File: config.mk
export PLATFORM = sky130hd
export DESIGN_NAME = car_motor_drive
export DESIGN_NICKNAME = d
export VERILOG_FILES = /design/src/rtl/car_motor_drive.sv
export SDC_FILE = /design/constraint.sdc
export NUM_CORES = 1
export LEC_CHECK = 0
export CAP_MARGIN = 20
export CORE_MARGIN = 5
export CORE_UTILIZATION = 50
export CTS_CLUSTER_SIZE = 12
export DETAILED_ROUTE_END_ITERATION = 7
export PLACE_DENSITY = 0.77
export SETUP_SLACK_MARGIN = 0.5
export SYNTH_ARGS = -nofsm -noshare
export SYNTH_HDL_FRONTEND = slang
export SYNTH_SLANG_ARGS = --single-unit
File: constraint.sdc
create_clock -name clk -period 3.8 [get_ports clk]
set_input_delay 0.76 -clock clk [delete_from_list [all_inputs] [get_ports clk]]
set_output_delay 0.76 -clock clk [all_outputs]
set_load 0.01 [all_outputs]
File: src/rtl/car_motor_drive.sv
// car_motor_drive: turns go_front/go_left/go_right into PWM enable and
// direction outputs for two H-bridge driven wheels. Pivot turns last at least
// TURN_CYCLES, and every direction reversal passes through DEAD_CYCLES of
// PWM-off.
// Optional build macro: CAR_SOFTSTART_EN ramps the forward duty from 0 up to
// DUTY in RAMP_STEP increments, one increment per PWM period.
//
// state  | meaning
// STOP   | both wheels off, directions held
// FWD    | both wheels forward at PWM duty
// TURN_L | pivot left: left wheel reverse, right forward, for >= TURN_CYCLES
// TURN_R | pivot right: left forward, right reverse, for >= TURN_CYCLES
// DEAD   | PWM off before a direction change, then enter the latched target
module car_motor_drive #(
  parameter int PWM_BITS    = 8,
  parameter int DUTY        = 192,
  parameter int TURN_CYCLES = 16,
  parameter int DEAD_CYCLES = 4
`ifdef CAR_SOFTSTART_EN
  ,
  parameter int RAMP_STEP   = 16
`endif
) (
  input  logic clk,
  input  logic rst,
  input  logic go_front,
  input  logic go_left,
  input  logic go_right,
  output logic pwm_l,
  output logic dir_l,
  output logic pwm_r,
  output logic dir_r,
  output logic turning,
  output logic busy
);

  localparam int CNT_MAX = (TURN_CYCLES > DEAD_CYCLES) ? TURN_CYCLES : DEAD_CYCLES;
  localparam int CNT_W   = (CNT_MAX > 1) ? $clog2(CNT_MAX + 1) : 1;

  localparam logic [CNT_W-1:0]  TURN_LOAD = CNT_W'(TURN_CYCLES - 1);
  localparam logic [CNT_W-1:0]  DEAD_LOAD = CNT_W'(DEAD_CYCLES - 1);
  localparam logic [PWM_BITS:0] DUTY_V    = (PWM_BITS + 1)'(DUTY);

  typedef enum logic [2:0] {
    ST_STOP,
    ST_FWD,
    ST_TURN_L,
    ST_TURN_R,
    ST_DEAD
  } state_t;

  state_t            state_q, state_d;
  state_t            tgt_q, tgt_d;
  logic              tgt_dl_q, tgt_dl_d;
  logic              tgt_dr_q, tgt_dr_d;
  logic [CNT_W-1:0]  cnt_q, cnt_d;
  logic              dir_cur_l_q, dir_cur_l_d;
  logic              dir_cur_r_q, dir_cur_r_d;
  logic [PWM_BITS-1:0] pwm_cnt_q, pwm_cnt_d;

  logic pwm_l_q, pwm_l_d;
  logic dir_l_q, dir_l_d;
  logic pwm_r_q, pwm_r_d;
  logic dir_r_q, dir_r_d;
  logic turning_q, turning_d;
  logic busy_q, busy_d;

  state_t            cmd_state;
  logic              cmd_dl;
  logic              cmd_dr;
  logic              dir_change;
  logic              decide;
  logic              wheels_on;
  logic              pwm_on;
  logic [PWM_BITS:0] duty_eff;

  // Decode the command into a target state and its wheel direction pair.
  always_comb begin
    cmd_state = ST_STOP;
    cmd_dl    = dir_cur_l_q;
    cmd_dr    = dir_cur_r_q;
    unique case ({go_front, go_left, go_right})
      3'b100: begin
        cmd_state = ST_FWD;
        cmd_dl    = 1'b1;
        cmd_dr    = 1'b1;
      end
      3'b010: begin
        cmd_state = ST_TURN_L;
        cmd_dl    = 1'b0;
        cmd_dr    = 1'b1;
      end
      3'b001: begin
        cmd_state = ST_TURN_R;
        cmd_dl    = 1'b1;
        cmd_dr    = 1'b0;
      end
      default: begin
        cmd_state = ST_STOP;
      end
    endcase
  end

  assign dir_change = ({cmd_dl, cmd_dr} != {dir_cur_l_q, dir_cur_r_q});

  // Next-state logic: decode commands only when idle or at the end of a turn.
  always_comb begin
    state_d     = state_q;
    tgt_d       = tgt_q;
    tgt_dl_d    = tgt_dl_q;
    tgt_dr_d    = tgt_dr_q;
    cnt_d       = cnt_q;
    dir_cur_l_d = dir_cur_l_q;
    dir_cur_r_d = dir_cur_r_q;
    decide      = 1'b0;

    case (state_q)
      ST_STOP, ST_FWD: begin
        decide = 1'b1;
      end
      ST_TURN_L, ST_TURN_R: begin
        if (cnt_q != '0) begin
          cnt_d = cnt_q - CNT_W'(1);
        end else begin
          decide = 1'b1;
        end
      end
      ST_DEAD: begin
        if (cnt_q != '0) begin
          cnt_d = cnt_q - CNT_W'(1);
        end else begin
          // Directions switch only here, while both wheels are still off.
          state_d     = tgt_q;
          dir_cur_l_d = tgt_dl_q;
          dir_cur_r_d = tgt_dr_q;
          if ((tgt_q == ST_TURN_L) || (tgt_q == ST_TURN_R)) begin
            cnt_d = TURN_LOAD;
          end
        end
      end
      default: begin
        state_d = ST_STOP;
      end
    endcase

    if (decide) begin
      if (dir_change) begin
        state_d  = ST_DEAD;
        tgt_d    = cmd_state;
        tgt_dl_d = cmd_dl;
        tgt_dr_d = cmd_dr;
        cnt_d    = DEAD_LOAD;
      end else begin
        state_d = cmd_state;
        // Entering or re-commanding a turn restarts its minimum hold time.
        if ((cmd_state == ST_TURN_L) || (cmd_state == ST_TURN_R)) begin
          cnt_d = TURN_LOAD;
        end
      end
    end
  end

`ifdef CAR_SOFTSTART_EN
  logic [PWM_BITS:0]   ramp_q, ramp_d;
  logic [PWM_BITS+1:0] ramp_sum;

  // Forward duty ramp: cleared outside FWD, stepped at every PWM wrap.
  always_comb begin
    ramp_sum = {1'b0, ramp_q} + (PWM_BITS + 2)'(RAMP_STEP);
    ramp_d   = ramp_q;
    if (state_q != ST_FWD) begin
      ramp_d = '0;
    end else if (pwm_cnt_q == '1) begin
      if (ramp_sum >= {1'b0, DUTY_V}) begin
        ramp_d = DUTY_V;
      end else begin
        ramp_d = ramp_sum[PWM_BITS:0];
      end
    end
  end

  // Ramp register.
  always_ff @(posedge clk) begin
    if (rst) begin
      ramp_q <= '0;
    end else begin
      ramp_q <= ramp_d;
    end
  end

  assign duty_eff = (state_q == ST_FWD) ? ramp_q : DUTY_V;
`else
  assign duty_eff = DUTY_V;
`endif

  assign pwm_cnt_d = pwm_cnt_q + PWM_BITS'(1);
  assign wheels_on = (state_q == ST_FWD) || (state_q == ST_TURN_L) || (state_q == ST_TURN_R);
  assign pwm_on    = ({1'b0, pwm_cnt_q} < duty_eff);

  // Output values one cycle behind the state, so every output is a flop.
  always_comb begin
    pwm_l_d   = wheels_on && pwm_on;
    pwm_r_d   = wheels_on && pwm_on;
    dir_l_d   = dir_cur_l_q;
    dir_r_d   = dir_cur_r_q;
    turning_d = (state_q == ST_TURN_L) || (state_q == ST_TURN_R);
    busy_d    = (state_q == ST_TURN_L) || (state_q == ST_TURN_R) || (state_q == ST_DEAD);
  end

  // State, counters and registered outputs.
  always_ff @(posedge clk) begin
    if (rst) begin
      state_q     <= ST_STOP;
      tgt_q       <= ST_STOP;
      tgt_dl_q    <= 1'b1;
      tgt_dr_q    <= 1'b1;
      cnt_q       <= '0;
      dir_cur_l_q <= 1'b1;
      dir_cur_r_q <= 1'b1;
      pwm_cnt_q   <= '0;
      pwm_l_q     <= 1'b0;
      dir_l_q     <= 1'b1;
      pwm_r_q     <= 1'b0;
      dir_r_q     <= 1'b1;
      turning_q   <= 1'b0;
      busy_q      <= 1'b0;
    end else begin
      state_q     <= state_d;
      tgt_q       <= tgt_d;
      tgt_dl_q    <= tgt_dl_d;
      tgt_dr_q    <= tgt_dr_d;
      cnt_q       <= cnt_d;
      dir_cur_l_q <= dir_cur_l_d;
      dir_cur_r_q <= dir_cur_r_d;
      pwm_cnt_q   <= pwm_cnt_d;
      pwm_l_q     <= pwm_l_d;
      dir_l_q     <= dir_l_d;
      pwm_r_q     <= pwm_r_d;
      dir_r_q     <= dir_r_d;
      turning_q   <= turning_d;
      busy_q      <= busy_d;
    end
  end

  assign pwm_l   = pwm_l_q;
  assign dir_l   = dir_l_q;
  assign pwm_r   = pwm_r_q;
  assign dir_r   = dir_r_q;
  assign turning = turning_q;
  assign busy    = busy_q;

endmodule

* Word-level counts from Yosys, hierarchy flattened
Cells that the tools add are included.
** Word-level totals
- Word-level logic and storage cells :: 64
- Output and inout bits :: 6
- Bits in registers :: 28
** Operators by class
- Add/sub/neg operators :: 2
- Bitwise gates (word level) :: 1
- Equal/unequal tests :: 14
- Muxes and demuxes :: 16
- Reduce and logical (&&, ||, !) cells :: 17
- $lt $le $gt $ge :: 1
** Operators with widths (count)
- $mux W5 :: 6
- $eq A3 B2 Y1 const B :: 7
- $pmux W5 S2 :: 1
- $mux W3 :: 3
- $add A8 B1 Y8 const B :: 1
- $lt A8 B8 Y1 const B :: 1
- $reduce_or A2 Y1 :: 4
- $eq A3 B1 Y1 const B :: 2
- $eq A3 B3 Y1 const B :: 2
- $logic_or A1 B1 Y1 :: 6
- $pmux W1 S2 :: 3
- $pmux W2 S3 :: 1
- $pmux W3 S2 :: 1
- $reduce_and A2 Y1 :: 3
- $reduce_bool A5 Y1 :: 1
- $sub A5 B1 Y5 const B :: 1
- $reduce_or A4 Y1 :: 1
- $logic_not A3 Y1 :: 1
- $ne A3 B3 Y1 const B :: 1
- $ne A2 B1 Y1 const B :: 1
- $ne A2 B2 Y1 :: 1
- $logic_and A1 B1 Y1 :: 1
- $mux W1 :: 1
- $not A1 Y1 :: 1

* Depth between registers and ports, before layout
- Depth after elaboration :: 8
- Depth in mapped cells :: 7
- Depth with buffers taken out :: 6

* Worst setup path before layout
No wires, ideal clock.
- Kind :: input-to-reg
- Start :: input go_left
- End :: register tgt_q[0]
- Setup time :: 123 ps
- Data arrival time :: 1894 ps
- Buffers on the path :: 0
- Cell stages on the path :: 4
- Slack :: 1783 ps
- Cell sequence :: or3b_2 > a21oi_1 > o21a_4 > mux2_1
** Between the ends
- Cells in the longest elaborated chain, start to end :: 5
- Elaborated cells on any way between the ends :: 10
- Classes of those cells :: eq/ne: 4; mux: 3; reduce/logical: 3
** Ends and longest elaborated chain
- start: declaration :: RTL line 27 : input logic go_left,
- $eq A3 B2 Y1, or another cell as far along :: RTL line 82 : unique case ({go_front, go_left, go_right})
- $reduce_or A2 Y1 (no source line)
- $pmux W1 S2 :: RTL line 82
- $ne A2 B2 Y1 :: RTL line 104 : assign dir_change = ({cmd_dl, cmd_dr} != {dir_cur_l_q, dir_cur_r_q});
- $reduce_and A2 Y1 (no source line)
- end signal: assignment :: RTL line 229 : tgt_q <= tgt_d;
- end: declaration :: RTL line 53 : state_t tgt_q, tgt_d;
Several ways; a longest one is shown, not always the timed one.
A chain may end at the register's enable or synchronous reset.

* Worst setup path after layout
Ends and elaborated chain as after synthesis.

==> metrics.txt <==
status complete, no violations; LEAKAGE about 0.57 nW; largest net degree at the start of global routing 31; Synth Flop Type dfxtp_1; met3 wire length between 150 and 200 um; Post-CTS Resized 0; detailed-router iteration count before antenna repair 4; clock buffer depth 2; required time of the worst setup path 4.04 ns; GRT Total Usage between 10% and 20%; DRT Wirelength ~2700 um; Critical Path Max Stage Delay 0.67 ns; setup violators final 0; Avg Cell Area, Syn approximately 9.4 um2; placed inst area around 1500 um2; fin crit share roughly two thirds; Mapped Area roughly 1400 um2; setup TNS 0 ns; die width between 60 and 70 um; clk_skew ~0.013 ns; startpoint types input pin; sequence of cells on the critical path clkdlybuf4s50_1 > or3b_2 > a21oi_1 > o21a_4 > mux2_1; Synth area leader dfxtp_1; P per Cell Area 581.9 nW/um2; maxcap violations 0; syn_nets about 160; reg2reg start cnt_q[1]; CP Max Fanout 16; via count between 1k and 1.5k; number of cell rows 19; drt first-iter violations 54; worst vdd ir about 0.00037 V; CTS Buf Count 3; fin nets approximately 170; Hold WC Path Type reg -> reg; Top Ports 11; grt total ovfl 0; port bufs 10; RSZ-0062 raised after global routing no; CTS tree done; full die area just over 4000 um2; fmax between 300 and 400 MHz; Max Slew Vio Count 0; layout cells sized above 1 about a tenth; Synth Instances 154; Initial Utilization around 52%; buffer count from post-CTS setup fixing 0; first-pass GRT wire length 4547 um; Ys Warns 0; Critical Path End Type flop; H-tree depth 1; CTS sink cnt 27; number of enable flip-flop cells after synthesis 0; Root Driver clkbuf_4; met2 wire length between 1000 and 1500 um; delay-heaviest family, CP buffers and inverters; antenna violations before repair 0; area grow syn2layout 6.765%; Finished Cell Area around 1500 um2; Vias per Instance about 5.9; CTS Hold Buffers Added 0; crit path buf inv count 1; fin crit period around 2.5 ns; crit path kind in -> reg; DR WL/cell 14.27 um; Clock Pin Slew Worst Setup and Hold Paths around 0.15 ns; CP max-delay cell clkdlybuf4s50_1; DP HPWL 2000 um; Inserted Diodes 0; DRC errors left 0; endpoints failing hold 0; Die Y ~64 um; Synth cell types 53; GP Congestion ~0.85; ys async rst share 0%; Core Footprint around 2800 um2; crit path from go_left; Clock Latency Late Sink roughly 0.33 ns; Seq/Total Area, Yosys 37.47%; Worst-Margin Slew 1.033 ns; vias in the first global route approximately 1.0k; hold slack 0.4454 ns; Detail Route Antenna Nets 0; Synth top area share a little under two fifths; Max Used Layer met4; Yosys reg bits 27; HP Start pwm_cnt_q[0]; synth top area cells dfxtp_1 37%, nor2_1 4.4%, buf_6 3.9%; Slew headroom a little under a third; Data arrival, critical path between 2 and 3 ns; M1 WL around 1300 um
-- synth_stat cells, types with 3 or more instances --
cell type,n
nand3_1,6
a21oi_1,8
xnor2_1,5
nor3_1,3
buf_6,5
xor2_1,4
nand2_1,6
inv_1,3
clkbuf_1,3
nor2b_1,7
o21ai_0,6
nor2_1,17
dfxtp_1,27
-- worst register-to-register path, cell delays in order (launching register included) --
cell	delay [ns]
dfxtp_1	0.35
inv_1	0.09
ha_1	0.21
or4b_1	0.66
a21oi_4	0.32
o21a_4	0.20
mux2_1	0.32
-- final cells by class --
cell class                 count  area [um2]
fill                         250        1217
multi-input combinational    115       815.8
sequential                    27       540.5
timing repair buffer          11       107.6
tap                           31       38.79
clock buffer                   4       26.28
inverter                       3       11.26
-- registers in the layout, indices dropped and copies added (netlist names) --
register     flops
tgt_dr_q         1
tgt_dl_q         1
pwm_r            1
state_q          3
dir_r            1
dir_l            1
turning          1
cnt_q            5
pwm_cnt_q        8
busy             1
dir_cur_l_q      1
dir_cur_r_q      1
tgt_q            2
-- where the power goes --
part	internal, W	total [W]	switching, W
clock network	0.0000412	0.000126	0.0000844
registers	0.000333	0.000391	0.0000583
logic	0.000171	0.000380	0.000208
total	0.000545	0.000896	0.000351
-- metrics by stage --
stage / instances / setup WS (ns) / utilization [%] / power [W]
finish: 191 / 1.277 / 55.85 / 0.0008962
global route: 191 / 1.163 / 55.85 / 0.0009527
CTS: 191 / 1.295 / 55.85 / 0.0008993
detailed placement: 187 / 0.9131 / 54.90 / 0.0007755
global placement: 187 / 0.9986 / 54.90 / 0.0007576
floorplan: 154 / 1.783 / - / 0.0006951
-- placed cells by master, fill, tap and decap left out, drive strengths merged, types with 3 or more instances in the layout --
cell type	netlist	layout
o21ai	7	7
nor2b	7	7
xnor2	5	5
a21oi	9	9
dfxtp	27	27
nand2	6	6
nand3	6	6
nor2	17	17
xor2	4	4
nor3	3	3
a211oi	3	3
clkdlybuf4s50	0	10
nor4b	3	3
clkbuf	3	4
inv	3	3
-- routing by layer --
| metal | up-vias | global-route usage, % |
|---|---|---|
| met3 | 7 | 3.197 |
| met2 | 31 | 21.57 |
| met1 | 527 | 17.41 |
| li1 | 568 | - |
| met4 | 0 | 6.494 |
| met5 | - | 0 |
-- worst paths after layout --
path | end | slack [ns] | cells after the start
setup / recovery | tgt_q[0] | 1.28 | 5
hold / removal | pwm_cnt_q[0] | 0.45 | 1
setup reg to reg | tgt_q[0] | 1.57 | 6
hold reg to reg | pwm_cnt_q[0] | 0.45 | 1
-- cell families (layout without fill, tap and decap cells) --
kind of cell    after synthesis  in the layout  share of synthesized area (%)
xor+xnor                      9              9                          5.464
fa+ha+maj                     2              2                          1.734
buf+inv                      12             18                          5.984
flops                        27             27                          37.47
mux                           4              4                          2.949
compound gates               41             41                          22.90
simple gates                 59             59                          23.50
Power figures use the tool's default switching activity.
